### config.mk
export PLATFORM = sky130hd
export DESIGN_NAME = spi_reg_sequencer
export DESIGN_NICKNAME = d
export VERILOG_FILES = /design/src/rtl/spi_reg_pkg.sv /design/src/rtl/spi_sync_edge.sv /design/src/rtl/spi_reg_sequencer.sv
export SDC_FILE = /design/constraint.sdc
export NUM_CORES = 1
export LEC_CHECK = 0
export CELL_PAD_IN_SITES_DETAIL_PLACEMENT = 0
export CELL_PAD_IN_SITES_GLOBAL_PLACEMENT = 1
export CORE_MARGIN = 2
export CORE_UTILIZATION = 35
export DETAILED_ROUTE_END_ITERATION = 16
export PLACE_DENSITY_LB_ADDON = 0.1
export SLEW_MARGIN = 15
export SYNTH_ARGS = -nofsm -noshare
export SYNTH_HDL_FRONTEND = slang
export SYNTH_HIERARCHICAL = 1
export SYNTH_SLANG_ARGS = --single-unit
### constraint.sdc
create_clock -name clk -period 2.9 [get_ports clk]
set_input_delay 0.58 -clock clk [delete_from_list [all_inputs] [get_ports clk]]
set_output_delay 0.58 -clock clk [all_outputs]
set_load 0.01 [all_outputs]
### src/rtl/spi_reg_pkg.sv
// rtl/spi_reg_pkg.sv - shared types and constants for the SPI register sequencer
// Contents:
//   state_e     frame sequencer states (IDLE, CMD, DATA, DONE)
//   CMD_WR_BIT  command bit selecting write (1) or read (0)
//   ADDR_W      register address width carried in the command byte
//   REG_W       register / SPI byte width
package spi_reg_pkg;

  typedef enum logic [1:0] {
    IDLE = 2'd0,
    CMD  = 2'd1,
    DATA = 2'd2,
    DONE = 2'd3
  } state_e;

  localparam int CMD_WR_BIT = 7;
  localparam int ADDR_W     = 3;
  localparam int REG_W      = 8;

endpackage

### src/rtl/spi_sync_edge.sv
// rtl/spi_sync_edge.sv - multi-stage synchronizer with rise/fall detection
// Ports:
//   clk    in   system clock
//   rst_n  in   asynchronous active-low reset
//   din    in   asynchronous input
//   dout   out  synchronized level
//   rise   out  one-clk pulse on a synchronized 0->1 transition
//   fall   out  one-clk pulse on a synchronized 1->0 transition
module spi_sync_edge #(
  parameter int   STAGES    = 2,
  parameter logic RESET_VAL = 1'b0
) (
  input  logic clk,
  input  logic rst_n,
  input  logic din,
  output logic dout,
  output logic rise,
  output logic fall
);

  logic [STAGES-1:0] sync_q;
  logic              prev_q;

  always_ff @(posedge clk or negedge rst_n) begin
    if (!rst_n) begin
      sync_q <= {STAGES{RESET_VAL}};
      prev_q <= RESET_VAL;
    end else begin
      sync_q <= {sync_q[STAGES-2:0], din};
      prev_q <= sync_q[STAGES-1];
    end
  end

  assign dout = sync_q[STAGES-1];
  assign rise = dout & ~prev_q;
  assign fall = ~dout & prev_q;

endmodule

### src/rtl/spi_reg_sequencer.sv
// rtl/spi_reg_sequencer.sv - SPI mode-0 slave decoding 16-bit frames into register accesses
// Ports:
//   clk        in   system clock (>= 4x sclk)
//   rst        in   asynchronous active-low reset
//   ss         in   chip select, active-low, asynchronous
//   sclk       in   SPI clock, idle low, asynchronous
//   mosi       in   SPI data in, MSB first
//   miso       out  SPI read data, MSB first; 0 when not returning read data
//   out        out  contents of register 0
//   wr_strobe  out  one-clk pulse when a mapped register is written
//   busy       out  high while a frame is in progress
module spi_reg_sequencer
  import spi_reg_pkg::*;
#(
  parameter int NREGS       = 4,
  parameter int SYNC_STAGES = 2
) (
  input  logic             clk,
  input  logic             rst,
  input  logic             ss,
  input  logic             sclk,
  input  logic             mosi,
  output logic             miso,
  output logic [REG_W-1:0] out,
  output logic             wr_strobe,
  output logic             busy
);

  logic ss_s, sclk_s, mosi_s;
  logic sclk_rise, sclk_fall;
  logic ss_rise_unused, ss_fall_unused, mosi_rise_unused, mosi_fall_unused;

  spi_sync_edge #(.STAGES(SYNC_STAGES), .RESET_VAL(1'b1)) u_sync_ss (
    .clk(clk), .rst_n(rst), .din(ss), .dout(ss_s),
    .rise(ss_rise_unused), .fall(ss_fall_unused)
  );

  spi_sync_edge #(.STAGES(SYNC_STAGES), .RESET_VAL(1'b0)) u_sync_sclk (
    .clk(clk), .rst_n(rst), .din(sclk), .dout(sclk_s),
    .rise(sclk_rise), .fall(sclk_fall)
  );

  spi_sync_edge #(.STAGES(SYNC_STAGES), .RESET_VAL(1'b0)) u_sync_mosi (
    .clk(clk), .rst_n(rst), .din(mosi), .dout(mosi_s),
    .rise(mosi_rise_unused), .fall(mosi_fall_unused)
  );

  state_e             state_q, state_d;
  logic [2:0]         bit_cnt;
  logic [REG_W-2:0]   cmd_sr, dat_sr;
  logic [REG_W-1:0]   rd_sr;
  logic [ADDR_W-1:0]  addr_q;
  logic               is_wr_q;
  logic [REG_W-1:0]   regs [NREGS];

  // Byte as it stands including the bit arriving on this rise.
  logic [REG_W-1:0]   cmd_word, dat_word, rd_data;
  logic [ADDR_W-1:0]  cmd_addr;
  logic               last_bit;

  assign cmd_word = {cmd_sr, mosi_s};
  assign dat_word = {dat_sr, mosi_s};
  assign cmd_addr = cmd_word[ADDR_W-1:0];
  assign last_bit = sclk_rise && (bit_cnt == 3'd7);

  // Unmapped addresses read back as zero.
  always_comb begin
    rd_data = '0;
    for (int i = 0; i < NREGS; i++) begin
      if (cmd_addr == ADDR_W'(i)) rd_data = regs[i];
    end
  end

  always_ff @(posedge clk or negedge rst) begin
    if (!rst) state_q <= IDLE;
    else      state_q <= state_d;
  end

  always_comb begin
    state_d = state_q;
    if (ss_s) begin
      state_d = IDLE;
    end else begin
      case (state_q)
        IDLE:    state_d = CMD;
        CMD:     if (last_bit) state_d = DATA;
        DATA:    if (last_bit) state_d = DONE;
        DONE:    state_d = DONE;
        default: state_d = IDLE;
      endcase
    end
  end

  always_ff @(posedge clk or negedge rst) begin
    if (!rst) begin
      bit_cnt   <= '0;
      cmd_sr    <= '0;
      dat_sr    <= '0;
      rd_sr     <= '0;
      addr_q    <= '0;
      is_wr_q   <= 1'b0;
      wr_strobe <= 1'b0;
      for (int i = 0; i < NREGS; i++) regs[i] <= '0;
    end else begin
      wr_strobe <= 1'b0;
      case (state_q)
        IDLE: begin
          bit_cnt <= '0;
          rd_sr   <= '0;
        end
        CMD: begin
          if (!ss_s && sclk_rise) begin
            cmd_sr  <= cmd_word[REG_W-2:0];
            bit_cnt <= bit_cnt + 3'd1;
            if (bit_cnt == 3'd7) begin
              is_wr_q <= cmd_word[CMD_WR_BIT];
              addr_q  <= cmd_addr;
              rd_sr   <= cmd_word[CMD_WR_BIT] ? '0 : rd_data;
            end
          end
        end
        DATA: begin
          if (!ss_s) begin
            if (sclk_rise) begin
              dat_sr  <= dat_word[REG_W-2:0];
              bit_cnt <= bit_cnt + 3'd1;
              if (bit_cnt == 3'd7 && is_wr_q) begin
                for (int i = 0; i < NREGS; i++) begin
                  if (addr_q == ADDR_W'(i)) begin
                    regs[i]   <= dat_word;
                    wr_strobe <= 1'b1;
                  end
                end
              end
            end
            // The fall right after the command byte must keep the MSB that
            // was just loaded; shifting starts after the first data rise.
            if (sclk_fall && bit_cnt != 3'd0) rd_sr <= {rd_sr[REG_W-2:0], 1'b0};
          end
        end
        default: ;
      endcase
    end
  end

  assign miso = (state_q == DATA) && !is_wr_q && rd_sr[REG_W-1];
  assign out  = regs[0];
  assign busy = (state_q != IDLE);

endmodule

=== Word-level counts from Yosys, hierarchy flattened ===
Index checks and enable logic that the tools add are counted.

* Output and inout bits: 11
* Word-level logic and storage cells: 89
* Bits in registers: 71
* Bits of input ports: 5

* Reduce and logical (&&, ||, !) cells: 24
* Bitwise gates (word level): 5
* Mux-type cells: 26
* Equal/unequal tests: 17
* Add/sub/neg operators: 1

{| class="wikitable"
|+ Operators with widths
! operator !! count
|-
| 8-bit 2-to-1 mux || 9
|-
| 5-bit AND reduction || 5
|-
| 8-bit one-hot mux with 3 select lines || 1
|-
| 3-bit by 2-bit == test with 1-bit output, second input constant || 4
|-
| 2-bit inequality test, second input constant || 5
|-
| 3-bit 2-to-1 mux || 3
|-
| 3-bit one-hot mux with 3 select lines || 1
|-
| 1-bit 2-to-1 mux || 8
|-
| 2-bit one-hot mux with 4 select lines || 1
|-
| 3-bit by 1-bit == test with 1-bit output, second input constant || 2
|-
| 1-bit logical AND || 6
|-
| 3-bit logical NOT || 2
|-
| 2-bit 2-to-1 mux || 3
|-
| 3-bit by 2-bit inequality test with 1-bit output, second input constant || 2
|-
| 3-bit AND reduction || 2
|-
| 3-bit nonzero test || 2
|-
| 2-bit == test, second input constant || 2
|-
| 2-bit AND reduction || 2
|-
| 4-bit AND reduction || 1
|-
| 3-bit by 1-bit adder with 3-bit output, second input constant || 1
|-
| 3-bit == test, second input constant || 1
|-
| 1-bit NOT || 3
|-
| 1-bit bitwise AND || 2
|-
| 2-bit by 1-bit == test with 1-bit output, second input constant || 1
|-
| other kinds (3) || 4
|}

=== Logic depth before layout (Yosys ltp) ===
* Depth in word-level cells: 9
* Mapped depth: 8

=== Modules after synthesis ===
Netlist, hierarchy kept.

{| class="wikitable"
|+ Modules (own cells, without submodules)
! module !! sequential area each (um^2) !! area each (um^2) !! times used !! cells each
|-
| spi_reg_sequencer || 1601.5 || 2927.8 || 1 || 203
|-
| spi_sync_edge (u_sync_mosi ...) || 75.1 || 90.1 || 2 || 5
|-
| spi_sync_edge (u_sync_ss) || 78.8 || 93.8 || 1 || 5
|}

=== Least setup slack after synthesis ===
Ideal clock, no wire load.

* Path kind: register to register
* Start: register state_q[0]
* End: register regs[10] (netlist bit)
* Arrival: 2109 ps
* Slack: 666 ps
* Cell stages (with the launch flop): 8
* Clock period less this slack: 2234 ps
* Required time: 2775 ps
* Path buffers: 1
* Cell sequence: dfrtp_1 > inv_1 > ha_1 > nand3b_4 > or3_1 > buf_2 > nor3b_4 > mux2_2

* Cells in the longest elaborated chain, start to end: 2

{| class="wikitable"
|+ RTL lines
! what !! RTL line !! text
|-
| from (decl) || spi_reg_sequencer.sv:48 || <nowiki>state_e state_q, state_d;</nowiki>
|-
| from (signal assigned) || spi_reg_sequencer.sv:76 || <nowiki>else state_q <= state_d;</nowiki>
|-
| 2-bit == test || spi_reg_sequencer.sv:106 || <nowiki>case (state_q)</nowiki>
|-
| 5-bit AND reduction (no source line) || n/a ||
|-
| to (signal, indexed assignment) || spi_reg_sequencer.sv:130 || <nowiki>regs[i] <= dat_word;</nowiki>
|-
| to (decl) || spi_reg_sequencer.sv:54 || <nowiki>logic [REG_W-1:0] regs [NREGS];</nowiki>
|}

Every way passes these cells.
A chain may end at the register's enable or synchronous reset.

=== Worst setup path in the final report ===
* Start: register state_q[0]
* End: register regs[12] (netlist bit)

The elaborated chain is that of the path after synthesis.

==> flow_summary.json <==
{
  "ant_nets": 0,
  "cts-root-buf": "clkbuf_8",
  "status": "complete, no violations",
  "path_cells": "inv_1 > ha_1 > nand3b_4 > or3_1 > nor3b_4 > mux2_2",
  "fp.dieArea_mm2": 0.009687,
  "seq_area_mm2": 0.001779,
  "final_common_cell": "dfrtp_1",
  "vias": 1731,
  "n_fill_cell": 838,
  "insertedDiodeCount": 0,
  "start_util_pct": 35.96,
  "rsz0062_at_grt": "no",
  "cp-end-kind": "flip-flop",
  "drc": 0,
  "ios": 16,
  "grt_pass1_vias": 1883,
  "crit_path_max_incr_delay_ns": 0.61,
  "antenna_found_initial": 0,
  "fmax_mhz": 383.2,
  "clk_pin_slew_ns": 0.07,
  "period_needed_ns": 2.609,
  "cts_resized": 0,
  "final_max_slew_viol_count": 0,
  "core_area_mm2": 0.008678,
  "drtIter0Drc": 90,
  "fin_ws_ns": 0.2907,
  "crit_start": "state_q[0]",
  "relSlewSlack_pct": 39.90,
  "hold_viol_final": 0,
  "clk_path_buf_depth": 2,
  "syn_nets": 225,
  "powerDensity_mw_per_mm2": 640.9,
  "overflow": 0,
  "path_class": "flip-flop to flip-flop",
  "fin_skew_ns": 0.009802,
  "yosysWarnings": 6,
  "irDropWorstVdd_uv": 257.4,
  "gp_congestion": 0.6760,
  "via_per_inst": 5.061,
  "clkLatencyLatePin_ns": 0.33,
  "dieWidth_um": 98.42,
  "r2r-end": "regs[12]",
  "die_y_um": 98.42,
  "min_from": "u_sync_mosi/sync_q[0]",
  "final_net_count": 242,
  "dp_cells": 326,
  "whs_ns": 0.3554,
  "htree_num_levels": 3,
  "worst_pin_slew_ns": 0.9015,
  "timing.rr.start": "state_q[0]",
  "critical_path.max_fanout": 8,
  "post_cts.repair.setup_buffers": 0,
  "period_share_pct": 89.98,
  "multi_input_area_mm2": 0.001234,
  "synth_cells": 212,
  "wl_um": 6017,
  "grt_pass1_wl_um": 10130,
  "drt_pass1_iterations": 4,
  "p_leak_nw": 1.662,
  "tns_ns": 0,
  "drive_above_1_share_pct": 35.90,
  "hold_buffers": 0,
  "setup-violations-final": 0,
  "cp-start-kind": "flip-flop",
  "endpoint": "regs[12]",
  "syn_to_final_growth_pct": 13.79,
  "post-place-ws_ns": 0.2733,
  "cp.arrival_ns": 2.82,
  "layout.cells.non_filler": 342,
  "worst_r2r_path_depth": 6,
  "gr-usage-all-layers_pct": 13.64,
  "tritoncts": "yes",
  "port_buffers": 15,
  "dp_hpwl_um": 4006,
  "cts_buffers": 9,
  "cap_violations": 0,
  "required_ns": 3.11,
  "synth_area_mm2": 0.003120,
  "slowest_stage": "nor3b_4",
  "rrSetupSlack_ns": 0.29,
  "synth_area_per_cell_um2": 14.72,
  "final_cell_mix": "dfrtp_1 (69), mux2_2 (49), clkdlybuf4s50_1 (14)",
  "wl_per_cell_um": 17.59,
  "grt_max_degree": 72,
  "clkSinkCount": 71,
  "hold_path.class": "flip-flop to flip-flop",
  "rows": 34
}
-- area by class of cell --
| type | instances | share of cell area (%) |
|---|---|---|
| clock buffers | 13 | 4.475 |
| clock inverters | 3 | 1.198 |
| inverters | 7 | 0.7400 |
| multi-input cells | 121 | 34.74 |
| flip-flops and latches | 71 | 50.11 |
| well taps | 108 | 3.806 |
| repair buffers | 19 | 4.933 |
-- state kept, by name, indices dropped and copies added, names as in the netlist --
| register | count |
|---|---|
| regs | 24 |
| out | 8 |
| rd_sr | 8 |
| cmd_sr | 7 |
| dat_sr | 7 |
| addr_q | 3 |
| bit_cnt | 3 |
| state_q | 2 |
| u_sync_mosi/sync_q | 2 |
| u_sync_sclk/sync_q | 2 |
| u_sync_ss/sync_q | 2 |
| is_wr_q | 1 |
| u_sync_sclk/prev_q | 1 |
| wr_strobe | 1 |
-- where the power goes --
part | internal [W] | leakage [nW] | switching [W]
registers | 0.00106 | 0.963 | 0.0000968
logic | 0.000139 | 0.600 | 0.000187
clock network | 0.000444 | 0.0996 | 0.000352
-- metal layers --
metal  vias to the layer above  share of wire [%]  wire (µm)  GRT usage (%)
met5                         -                  0          0              0
met4                         0                1.8        106          5.901
met3                        10                1.8        107          2.482
met2                        17                 52       3119          22.71
met1                       910                 45       2683          17.56
li1                        794                  -          -              -
-- critical path, delay by kind of cell, from the launching register on --
kind | cells | cell delay [ns]
DFF | 1 | 0.42
muxes | 1 | 0.40
adders and majority gates | 1 | 0.23
and+or+nand+nor | 3 | 1.31
buffers and inverters | 1 | 0.13
-- per-stage QoR --
step | power (W) | utilization, % | cell area, µm²
floorplan | 0.001365 | - | 3120
global placement | 0.001486 | 38.60 | 3349
detailed placement | 0.001507 | 38.60 | 3349
CTS | 0.002314 | 40.92 | 3551
global route | 0.002409 | 40.92 | 3551
finish | 0.002276 | 40.92 | 3551
-- worst min-delay path by stage --
stage / endpoint / depth (start not counted)
final: u_sync_mosi/sync_q[1] / 0
after global placement: u_sync_mosi/sync_q[1] / 0
after detailed placement: u_sync_mosi/sync_q[1] / 0
after CTS: u_sync_mosi/sync_q[1] / 0
after global routing: u_sync_mosi/sync_q[1] / 0
after floorplan: addr_q[0] / 0
Note: power is estimated with default switching activity, not from simulation.
